--- src/rtl/spectro_pkg.sv ---
// Shared definitions for the spectral record path: packer FSM states,
// the header sync pattern and record-length helper.
package spectro_pkg;

    typedef enum logic [2:0] {
        ST_IDLE,
        ST_MIN,
        ST_SEC,
        ST_BAND,
        ST_CHK
    } pack_state_e;

    localparam logic [1:0] HDR_SYNC = 2'b10;

    // Two header bytes plus one checksum byte around the band magnitudes.
    function automatic int record_len(input int n_bands);
        return n_bands + 3;
    endfunction

endpackage

--- src/rtl/timestamp_packer.sv ---
// Latches the current time and a frame of band magnitudes, then streams
// them out as one byte-serial record with an XOR checksum.
module timestamp_packer
    import spectro_pkg::*;
#(
    parameter int N_BANDS = 4
) (
    input  logic                 clk,
    input  logic                 reset,
    input  logic [5:0]           sec,
    input  logic [5:0]           min,
    input  logic                 ovf,
    input  logic                 frame_valid,
    input  logic [8*N_BANDS-1:0] frame_data,
    output logic                 frame_ready,
    output logic [7:0]           out_data,
    output logic                 out_valid,
    input  logic                 out_ready,
    output logic                 rst_ovf
);

    localparam int IDX_W   = (N_BANDS > 1) ? $clog2(N_BANDS) : 1;
    localparam int REC_LEN = record_len(N_BANDS);
    // Index of the last band: record length minus headers, checksum and one.
    localparam logic [IDX_W-1:0] LAST_IDX = IDX_W'(REC_LEN - 4);

    pack_state_e      state_q, state_d;
    logic [IDX_W-1:0] idx_q, idx_d;
    logic [7:0]       chk_q, chk_d;
    logic [5:0]       min_q, sec_q;
    logic             ovf_q;
    logic             rst_ovf_q;
    logic [7:0]       band_q [N_BANDS];
    logic [7:0]       frame_bands [N_BANDS];
    logic             capture;

    generate
        for (genvar gi = 0; gi < N_BANDS; gi++) begin : g_band_split
            assign frame_bands[gi] = frame_data[8*gi +: 8];
        end
    endgenerate

    always_ff @(posedge clk) begin
        if (reset) begin
            state_q   <= ST_IDLE;
            idx_q     <= '0;
            chk_q     <= 8'h00;
            rst_ovf_q <= 1'b0;
        end else begin
            state_q   <= state_d;
            idx_q     <= idx_d;
            chk_q     <= chk_d;
            rst_ovf_q <= capture & ovf;
        end
    end

    // Capture registers carry data only; control state gates their use.
    always_ff @(posedge clk) begin
        if (capture) begin
            min_q  <= min;
            sec_q  <= sec;
            ovf_q  <= ovf;
            band_q <= frame_bands;
        end
    end

    always_comb begin
        state_d     = state_q;
        idx_d       = idx_q;
        chk_d       = chk_q;
        frame_ready = 1'b0;
        out_valid   = 1'b0;
        out_data    = 8'h00;
        capture     = 1'b0;

        case (state_q)
            ST_IDLE: begin
                frame_ready = 1'b1;
                if (frame_valid) begin
                    capture = 1'b1;
                    idx_d   = '0;
                    chk_d   = 8'h00;
                    state_d = ST_MIN;
                end
            end
            ST_MIN: begin
                out_valid = 1'b1;
                out_data  = {HDR_SYNC, min_q};
                if (out_ready) state_d = ST_SEC;
            end
            ST_SEC: begin
                out_valid = 1'b1;
                out_data  = {ovf_q, 1'b0, sec_q};
                if (out_ready) state_d = ST_BAND;
            end
            ST_BAND: begin
                out_valid = 1'b1;
                out_data  = band_q[idx_q];
                if (out_ready) begin
                    if (idx_q == LAST_IDX) state_d = ST_CHK;
                    else                   idx_d   = idx_q + 1'b1;
                end
            end
            ST_CHK: begin
                out_valid = 1'b1;
                out_data  = chk_q;
                if (out_ready) state_d = ST_IDLE;
            end
            default: state_d = ST_IDLE;
        endcase

        if (out_valid && out_ready) chk_d = chk_q ^ out_data;
    end

    assign rst_ovf = rst_ovf_q;

endmodule

--- config.mk ---
export PLATFORM = sky130hd
export DESIGN_NAME = timestamp_packer
export DESIGN_NICKNAME = d
export VERILOG_FILES = /design/src/rtl/spectro_pkg.sv /design/src/rtl/timestamp_packer.sv
export SDC_FILE = /design/constraint.sdc
export NUM_CORES = 1
export LEC_CHECK = 0
export ABC_AREA = 1
export BUFFER_PORTS_ARGS = -buffer_cell sky130_fd_sc_hd__buf_4
export CORE_MARGIN = 4
export CORE_UTILIZATION = 53
export CTS_CLUSTER_SIZE = 14
export DETAILED_ROUTE_END_ITERATION = 8
export PLACE_DENSITY = 0.83
export RECOVER_POWER = 50
export SLEW_MARGIN = 20
export SYNTH_ARGS = -nofsm -noshare
export SYNTH_HDL_FRONTEND = slang
export SYNTH_SLANG_ARGS = --single-unit
--- constraint.sdc ---
create_clock -name clk -period 2.2 [get_ports clk]
set_input_delay 0.22 -clock clk [delete_from_list [all_inputs] [get_ports clk]]
set_output_delay 0.22 -clock clk [all_outputs]
set_load 0.01 [all_outputs]
==> results of run 1 <==
path summary, 6_finish.rpt:
| kind | endpoint | slack (ps) |
|---|---|---|
| hold / removal | chk_q[6] | 60 |
| setup / recovery | out_data[3] | 210 |
| hold reg to reg | chk_q[6] | 500 |
| setup reg to reg | chk_q[4] | 280 |
layer usage:
metal,up-vias,GRT usage
met1,956,0.246
met4,0,0.131
met2,95,0.311
met3,21,0.0567
li1,1074,-
met5,-,0
sequential cells by signal, indices dropped and copies added, names as in the netlist:
register and cells:
min_q 6, chk_q 8, ovf_q 1, band_q 32, state_q 3, rst_ovf 1, idx_q 2, sec_q 6
cells in the mapped netlist (all sizes together):
cell type and instances:
nor3 1, clkbuf 1, buf 7, o21a 1, dfxtp 14, o21ai 16, nand3 21, nor2 42
a21oi 6, edfxtp 45, ha 1, inv 36, nand2 104
metrics by stage:
stage / cell area (um2) / util / hold WS, ps / std cells
after floorplan: 2680 / - / 289 / 295
after global placement: 3180 / 0.661 / 399 / 417
after detailed placement: 3180 / 0.661 / 399 / 417
after CTS: 3430 / 0.711 / 38.0 / 433
after global routing: 3420 / 0.709 / 55.0 / 433
final: 3420 / 0.709 / 63.8 / 433
power by group:
| group | switching [W] | internal, W | leakage [nW] |
|---|---|---|---|
| Sequential | 0.000171 | 0.00152 | 0.537 |
| Clock | 0.000414 | 0.000779 | 0.123 |
| Combinational | 0.000862 | 0.000494 | 0.859 |
cell type report:
type                       instances  area share
inverter                          36      0.0403
clock inverter                     5      0.0293
clock buffer                      11      0.0414
multi-input combinational        192       0.250
timing repair buffer              63       0.136
sequential                        59       0.478
tap                               67      0.0245
critical path: stages, from the launching register on:
cell and delay, ps:
dfxtp_1 600, inv_1 260, o21ai_0 170, o21ai_1 130, nand2_2 80, nand2_2 60, buf_4 140
cells by family after synthesis:
kind of cell	synth area share
simple gates	0.271
compound gates	0.0453
buf+inv	0.0701
flops	0.609
fa+ha+maj	0.00467
==> summary.md, run 1 <==
| Metric | Value |
|---|---|
| DR vias | between 2000 and 2500 |
| Synthesized instance count | ~300 |
| Vias in the first global route | around 2100 |
| Startpoint Class | flip-flop |
| Final Hold Viols | 0 |
| Hold depth | 2 |
| Num ports | 60 |
| Initial antenna violation count | 0 |
| Row count | 25 |
| Fillers | around 390 |
| GRT Util Overall | 0.201 |
| Most common cell after layout, fill and taps aside | nand2_1 |
| RSZ-0062 raised after global routing | false |
| Synth area leaders | edfxtp_1 (50%), nand2_1 (13%), dfxtp_1 (10%) |
| Post-route DRC violation count | 0 |
| WL/cell | between 10 and 15 um |
| CTS Root Cell | clkbuf_8 |
| Post-synth top area share | 0.505 |
| Total Nets Final | around 410 |
| Area of the multi-input gates | about 860 um2 |
| Inserted Diodes | 0 |
| Min cycle time layout | between 1500 and 2000 ps |
| Worst setup margin | approximately 210 ps |
| Final setup viols | 0 |
| Post-Route WL | 5610 um |
| Syn avg cell area | between 9 and 10 um2 |
| Clock buffer count from CTS | 9 |
| Seq. cell area | roughly 1600 um2 |
| CTS tree | built |
| CP max FO | 11 |
| Final GP Congestion | about 0.90 |
| Syn. warnings | 0 |
| DR pass1 iterations | 4 |
| Die Wd | between 70 and 80 um |
| PostCTS Resize Cnt | 0 |
| Post-route ant nets | 0 |
| CTS sink cnt | 59 |
| Port-buffer cells | 59 |
| Outcome | finished clean |
| Maximum vdd drop | about 0.89 mV |
| Worst Setup SP | idx_q[1] |
| Max-slew headroom | 0.673 |
| Seq/Total Area, Yosys | 0.609 |
| Area grow syn2layout | 27.6% |
| WS Path Type | flip-flop to output port |
| Syn nets | about 350 |
| Clock Skews | between 8 and 9 ps |
| P per Cell Area | between 1000 and 1500 nW/um2 |
| CP Capture Type | output port |
| Die ar. | about 6300 um2 |
| Worst Min Path Start | reset |
| Met3 routed WL | 436 um |
| Period utilization | 0.905 |
| Synthesized cell area | about 2700 um2 |
| Post-route met1 wirelength | between 2000 and 2500 um |
| Wire length on met2 | around 2700 um |
| Initial DRC Count | around 210 |
| CP Data Required Time | roughly 2000 ps |
| Clock buffer depth | 2 |
| Max Slew Vio Count | 0 |
| Worst endpoint data arrival time | 1770 ps |
| Highest routed metal layer | met4 |
| CTS clk-pin slew, worst paths | 70 ps |
| Grt ovf | 0 |
| Initial core utilization | 0.556 |
| Count of state elements after synthesis | 59 |
| Number of distinct library cells after synthesis | 23 |
| FF-to-FF path depth | 11 |
| Final HPWL DP | between 3000 and 4000 um |
| Max Cap Violations | 0 |
| First-pass GRT wire length | just over 9000 um |
| Min-Delay Path Class | input port to flip-flop |
| Die Ht | 79.1 um |
| Clock latency on the worst-skew pair | around 340 ps |
| Layout cells sized above 1 | 0.279 |
| Core Region | slightly below 5000 um2 |
| Postcts setup bufs | 0 |
| CTS Hold Bufs | 0 |
| Post-DR vias/cell | around 5.0 |
| Worst slew pin tran | ~490 ps |
| Post-Place Worst Slack | roughly 380 ps |
| CTS H-tree lvls | 3 |
| Setup TNS | 0 ps |
| Commonest cells after routing, fill and taps aside | nand2_1 (92), edfxtp_1 (45), clkbuf_4 (44), nor2_1 (39), inv_1 (29) |
| Leakage | 1.52 nW |
| Largest net degree at the start of global routing | 29 |
| Total power | about 0.0042 W |
| Fmax | approximately 500 MHz |
| Yosys top cell by area | edfxtp_1 |
| R2R Path Start | state_q[2] |
Power figures use the tool's default switching activity.
==> inputs of run 2 (changes only) <==
--- a/config.mk
+++ b/config.mk
@@ -6,13 +6,14 @@
 export NUM_CORES = 1
 export LEC_CHECK = 0
 export ABC_AREA = 1
-export BUFFER_PORTS_ARGS = -buffer_cell sky130_fd_sc_hd__buf_4
+export BUFFER_PORTS_ARGS = -buffer_cell sky130_fd_sc_hd__buf_2
 export CORE_MARGIN = 4
 export CORE_UTILIZATION = 53
 export CTS_CLUSTER_SIZE = 14
 export DETAILED_ROUTE_END_ITERATION = 8
+export MAX_ROUTING_LAYER = met4
 export PLACE_DENSITY = 0.83
-export RECOVER_POWER = 50
+export RECOVER_POWER = 100
 export SLEW_MARGIN = 20
 export SYNTH_ARGS = -nofsm -noshare
 export SYNTH_HDL_FRONTEND = slang
==> run 2 against run 1 <==
  * Via count shrank 1.3%
  * Sequential power barely moved
  * Cell area is 6.5% lower
  * Combinational power down 8%
  * Largest cell class unchanged
  * Non-clock buffer count unchanged
  * Clock-buffer cell count unchanged
  * Die area unchanged
  * Wire length shrank 3.6%
  * Fmax decreased by 0.82%
  * Critical endpoint is now out_data[4]
==> summary.md, run 2 (synthesis results as in run 1) <==
| Metric | Value |
|---|---|
| CTS Root Cell | clkbuf_8 |
| Die Wd | 79.1 um (unchanged) |
| Die Ht | 79.1 um (unchanged) |
| Crit-path most repeated cell | nand2_2 |
| Max-slew headroom | 0.664 (-0.00893) |
| Clock buffer depth | 2 (unchanged) |
| Row count | 25 (unchanged) |
| Largest net degree at the start of global routing | 29 (unchanged) |
| CTS H-tree lvls | 3 (unchanged) |
| DR pass1 iterations | 5 (+1) |
| Worst r2r dst | chk_q[4] |
| Max Slew Vio Count | 0 (unchanged) |
| Grt ovf | 0 (unchanged) |
| CP Capture Type | output port |
| Min cycle time layout | 2010 ps (+16.5 ps) |
| Clock buffer count from CTS | 9 (unchanged) |
| DR vias | 2119 (-1.3%) |
| Vias in the first global route | 2006 (-3.0%) |
| Inserted Diodes | 0 (unchanged) |
| CTS Hold Bufs | 0 (unchanged) |
| CP Data Required Time | 1980 ps (about the same) |
| Most common cell after layout, fill and taps aside | nand2_1 |
| Num ports | 60 (unchanged) |
| Post-route DRC violation count | 0 (unchanged) |
| Critical path's slowest cell | dfxtp_1 |
| Area of the multi-input gates | 851 um2 (-0.58%) |
| Min-Delay Path Class | input port to flip-flop |
| Area grow syn2layout | 19.3% |
| CTS sink cnt | 59 (unchanged) |
| Hold endpoint | band_q[15] |
| GRT Util Overall | 0.200 (-0.000821) |
| FF-to-FF path depth | 11 (unchanged) |
| Hold depth | 1 (-1) |
| CP cell instances | nor3_4 -> buf_4 -> nand2_2 -> nand2_2 -> clkbuf_1 |
| Leakage | 1.43 nW (-5.7%) |
| Reg2reg setup slack | 260 ps (-20 ps) |
| Initial DRC Count | 197 (-5.7%) |
| P per Cell Area | 1200 nW/um2 (-3.5%) |
| Worst endpoint data arrival time | 1790 ps (+20 ps) |
| Period utilization | 0.912 (+0.00750) |
| First-pass GRT wire length | 9030 um (-2.8%) |
| Startpoint Class | flip-flop |
| Clock latency on the worst-skew pair | 340 ps (about the same) |
| Initial core utilization | 0.556 (unchanged) |
| Outcome | finished clean |
| Initial antenna violation count | 0 (unchanged) |
| Layout cells sized above 1 | 0.244 (-0.0349) |
| Final HPWL DP | 3860 um (-2.8%) |
| Hold Worst Slack | 53.4 ps (-10.4 ps) |
| RSZ-0062 raised after global routing | false |
| Max reg flops | 32 (unchanged) |
| Post-DR vias/cell | 4.91 (-1.0%) |
| WL/cell | 12.5 um (-3.4%) |
| Post-route ant nets | 0 (unchanged) |
| Largest Register | band_q |
| Worst Min Path Start | frame_data[23] |
| Fillers | 414 (+6.7%) |
| Worst slew pin tran | 504 ps (+13.4 ps) |
| CTS clk-pin slew, worst paths | 60 ps (about the same) |
| Total Nets Final | 411 (unchanged) |
| Max incr delay on CP | 460 ps (-140 ps) |
| Seq. cell area | 1630 um2 (unchanged) |
| CTS tree | built |
| CP max FO | 11 (unchanged) |
| Setup TNS | 0 ps (unchanged) |
| Clock Skews | 8.44 ps (+0.109 ps) |
| Die ar. | 6250 um2 (unchanged) |
| Fmax | 498 MHz (-0.82%) |
| Final Hold Viols | 0 (unchanged) |
| Commonest cells after routing, fill and taps aside | nand2_1 (93), buf_2 (52), edfxtp_1 (45), nor2_1 (40), inv_1 (31) |
| Core Region | 4820 um2 (unchanged) |
| Largest regs | band_q: 32 flops, chk_q: 8 flops |
| WS Path Type | flip-flop to output port |
| Max Cap Violations | 0 (unchanged) |
| Post-Route WL | 5410 um (-3.6%) |
| Final GP Congestion | 0.922 (+2.1%) |
| R2R Path Start | state_q[2] |
| Final setup viols | 0 (unchanged) |
| Maximum vdd drop | 0.674 mV (-24%) |
| Port-buffer cells | 59 (unchanged) |
==> run 2: per-stage QoR <==
stage / setup WS, ps / cell area [um2] / std cells / util / total power (W)
6_report: 193 / 3200 / 432 / 0.663 / 0.00383
3_3_place_gp: 438 / 3040 / 417 / 0.630 / 0.00297
5_1_grt: 41.2 / 3200 / 432 / 0.663 / 0.00413
2_1_floorplan: 130 / 2680 / 295 / - / 0.00261
3_5_place_dp: 397 / 3040 / 417 / 0.630 / 0.00299
4_1_cts: 52.5 / 3210 / 432 / 0.666 / 0.00389
==> run 2: cell type report <==
| type | count | share of cell area |
|---|---|---|
| well taps | 67 | 0.0262 |
| repair buffers | 63 | 0.0991 |
| clock buffers | 11 | 0.0411 |
| flip-flops and latches | 59 | 0.511 |
| clock inverters | 4 | 0.0133 |
| inverters | 36 | 0.0431 |
| multi-input cells | 192 | 0.266 |
==> run 2: routing by layer <==
layer | track usage | part of all wire | vias to the layer above
li1 | - | - | 1072
met1 | 0.247 | 0.42 | 949
met2 | 0.303 | 0.48 | 90
met3 | 0.0646 | 0.077 | 8
met4 | 0.0893 | 0.021 | 0
met5 | - | 0 | -
==> run 2: worst max-delay path by stage <==
stage / startpoint / end / slack, ps / cells after the start
global placement: state_q[1] / state_q[0] / 440 / 6
global route: state_q[2] / chk_q[1] / 40 / 11
detailed placement: state_q[2] / chk_q[4] / 400 / 11
floorplan: state_q[0] / chk_q[0] / 130 / 10
finish: state_q[2] / out_data[4] / 190 / 5
CTS: state_q[1] / out_data[0] / 50 / 6
==> run 2: power breakdown <==
group          internal, W  leakage [nW]  switching (W)
Clock             0.000507        0.0882       0.000379
Sequential         0.00152         0.537       0.000166
Combinational     0.000403         0.807       0.000851
Total              0.00243          1.43        0.00140
==> run 2: repair_timing <==
item	CTS	global route
setup buffers	0	0
endpoints found under the setup margin	0	5
resized for setup	0	1
==> run 2: critical path, delay by kind of cell, from the launching register on <==
family / cells / cell delay, ps
AND/OR/NAND/NOR: 3 / 580
flip-flops: 1 / 460
buffers and inverters: 2 / 410
==> inputs of run 3 (changes only) <==
==> constraint.sdc (replaced) <==
create_clock -name clk -period 2.3 [get_ports clk]
set_input_delay 0.23 -clock clk [delete_from_list [all_inputs] [get_ports clk]]
set_output_delay 0.23 -clock clk [all_outputs]
set_load 0.01 [all_outputs]
==> run 3 against run 2 <==
  * Sequential share of layout area is 0.16 points lower
  * Die area is the same
  * Utilization up 0.16 points
  * Total power shrank 3.4%
  * Cell count up 0.46%
  * First-iteration DRC count shrank 20%
  * Clock power increased by 2%
  * Critical path type unchanged
  * Highest routed layer unchanged
==> summary.md, run 3 (synthesis results as in run 1) <==
| Metric | Value |
|---|---|
| WS Path Type | flip-flop to output port |
| Final HPWL DP | 3870 um (+0.29%) |
| Row count | 25 (unchanged) |
| Worst endpoint data arrival time | 1910 ps (+120 ps) |
| CTS clk-pin slew, worst paths | 60 ps (about the same) |
| Inserted Diodes | 0 (unchanged) |
| Postcts setup bufs | 0 (unchanged) |
| Setup crit end | out_data[5] |
| Critical path's slowest cell | dfxtp_1 |
| Num ports | 60 (unchanged) |
| Max incr delay on CP | 550 ps (+90 ps) |
| CP Data Required Time | 2070 ps (+90 ps) |
| Maximum vdd drop | 0.662 mV (-1.7%) |
| Area grow syn2layout | 19.6% |
| CP max FO | 11 (unchanged) |
| CTS tree | built |
| Leakage | 1.43 nW (about the same) |
| Commonest cells after routing, fill and taps aside | nand2_1 (93), buf_2 (49), edfxtp_1 (45), nor2_1 (40), inv_1 (32) |
| Total Nets Final | 412 (+0.24%) |
| Post-DR vias/cell | 4.81 (-2.0%) |
| Initial core utilization | 0.556 (unchanged) |
| DR pass1 iterations | 4 (-1) |
| Post-Route WL | 5340 um (-1.2%) |
| PostCTS Resize Cnt | 0 (unchanged) |
| Largest regs | band_q: 32 flops, chk_q: 8 flops |
| Outcome | finished clean |
| Max Cap Violations | 0 (unchanged) |
| Largest Register | band_q |
| Startpoint Class | flip-flop |
| Most common cell after layout, fill and taps aside | nand2_1 |
| Crit-path most repeated cell | nand2_1 |
| Die ar. | 6250 um2 (unchanged) |
| Min cycle time layout | between 2000 and 2500 ps |
| Largest net degree at the start of global routing | 21 (-28%) |
| Post-route ant nets | 0 (unchanged) |
| Period utilization | 0.928 |
| CP cell instances | inv_4 -> nor3_4 -> buf_4 -> nand2_1 -> nand2_1 -> clkbuf_1 |
| Min-Delay Path Class | input port to flip-flop |
| Vias in the first global route | 2028 (+1.1%) |
| CTS Hold Bufs | 0 (unchanged) |
| Finished Core Util | 0.665 (+0.00156) |
| First-pass GRT wire length | 8790 um (-2.7%) |
| P per Cell Area | 1160 nW/um2 (-3.6%) |
| Post-route DRC violation count | 0 (unchanged) |
| Final GP Congestion | 0.866 (-6.1%) |
| Port-buffer cells | 59 (unchanged) |
| Max Slew Vio Count | 0 (unchanged) |
| DR vias | 2087 (-1.5%) |
| R2R Path Start | state_q[2] |
| Initial DRC Count | 158 (-20%) |
| Reg2reg setup slack | 270 ps (about the same) |
| Max-slew headroom | 0.653 (-0.0108) |
| Setup TNS | 0 ps (unchanged) |
| CTS H-tree lvls | 3 (unchanged) |
| Final Hold Viols | 0 (unchanged) |
| Worst r2r dst | chk_q[7] |
| Clock buffer count from CTS | 9 (unchanged) |
| Core Region | 4820 um2 (unchanged) |
| GRT Util Overall | 0.194 (-0.00618) |
| Initial antenna violation count | 0 (unchanged) |
| Clock Skews | 6.74 ps (-1.70 ps) |
| FF-to-FF path depth | 9 (-2) |
| Clock buffer depth | 2 (unchanged) |
| Worst Setup SP | state_q[1] |
| CTS sink cnt | 59 (unchanged) |
| Die Ht | 79.1 um (unchanged) |
| Worst slew pin tran | 519 ps (+14.9 ps) |
| Grt ovf | 0 (unchanged) |
| Layout cells sized above 1 | 0.232 (-0.0122) |
| Fmax | around 470 MHz |
| CTS Root Cell | clkbuf_8 |
| Final setup viols | 0 (unchanged) |
| Max reg flops | 32 (unchanged) |
| Clock latency on the worst-skew pair | 340 ps (about the same) |
| CP Capture Type | output port |
| Die Wd | 79.1 um (unchanged) |
| RSZ-0062 raised after global routing | false |
| WL/cell | 12.3 um (-1.7%) |
-- run 3: layer usage --
metal | global-route usage | wire [um]
met5 | - | 0
met3 | 0.0431 | 387
met1 | 0.244 | 2380
met2 | 0.280 | 2380
met4 | 0.132 | 193
-- run 3: layout make-up --
cell class / count / area [um2]
multi-input combinational: 192 / 847
clock inverter: 2 / 35.0
sequential: 59 / 1630
timing repair buffer: 64 / 315
clock buffer: 14 / 153
tap: 67 / 83.8
inverter: 36 / 138
fill: 420 / 1610
-- run 3: through the flow --
step / setup WS, ps / area (um2) / total power, W / hold slack, ps / instances
final: 165 / 3200 / 0.00370 / 66.4 / 434
after global routing: 18.9 / 3200 / 0.00395 / 47.8 / 434
after CTS: 158 / 3230 / 0.00379 / 54.2 / 434
after detailed placement: 414 / 3040 / 0.00287 / 408 / 418
after global placement: 459 / 3040 / 0.00284 / 407 / 418
after floorplan: 230 / 2680 / 0.00250 / 299 / 295
-- run 3: worst min path at each step --
| stage | cells past startpoint | start | end |
|---|---|---|---|
| 6_report | 1 | frame_data[31] | band_q[7] |
| 5_1_grt | 1 | frame_data[5] | band_q[29] |
| 4_1_cts | 1 | sec[0] | sec_q[0] |
| 3_5_place_dp | 1 | frame_data[9] | band_q[17] |
| 3_3_place_gp | 1 | min[4] | min_q[4] |
| 2_1_floorplan | 1 | reset | chk_q[6] |
-- run 3: report_power, final --
part	switching, W	leakage [nW]	internal (W)
sequential	0.000157	0.537	0.00145
clock	0.000375	0.0947	0.000530
combinational	0.000810	0.800	0.000373
-- run 3: critical path, delay by kind of cell (launching register included) --
family | cells | cell delay [ps]
and+or+nand+nor | 3 | 530
buffers and inverters | 3 | 480
DFF | 1 | 550
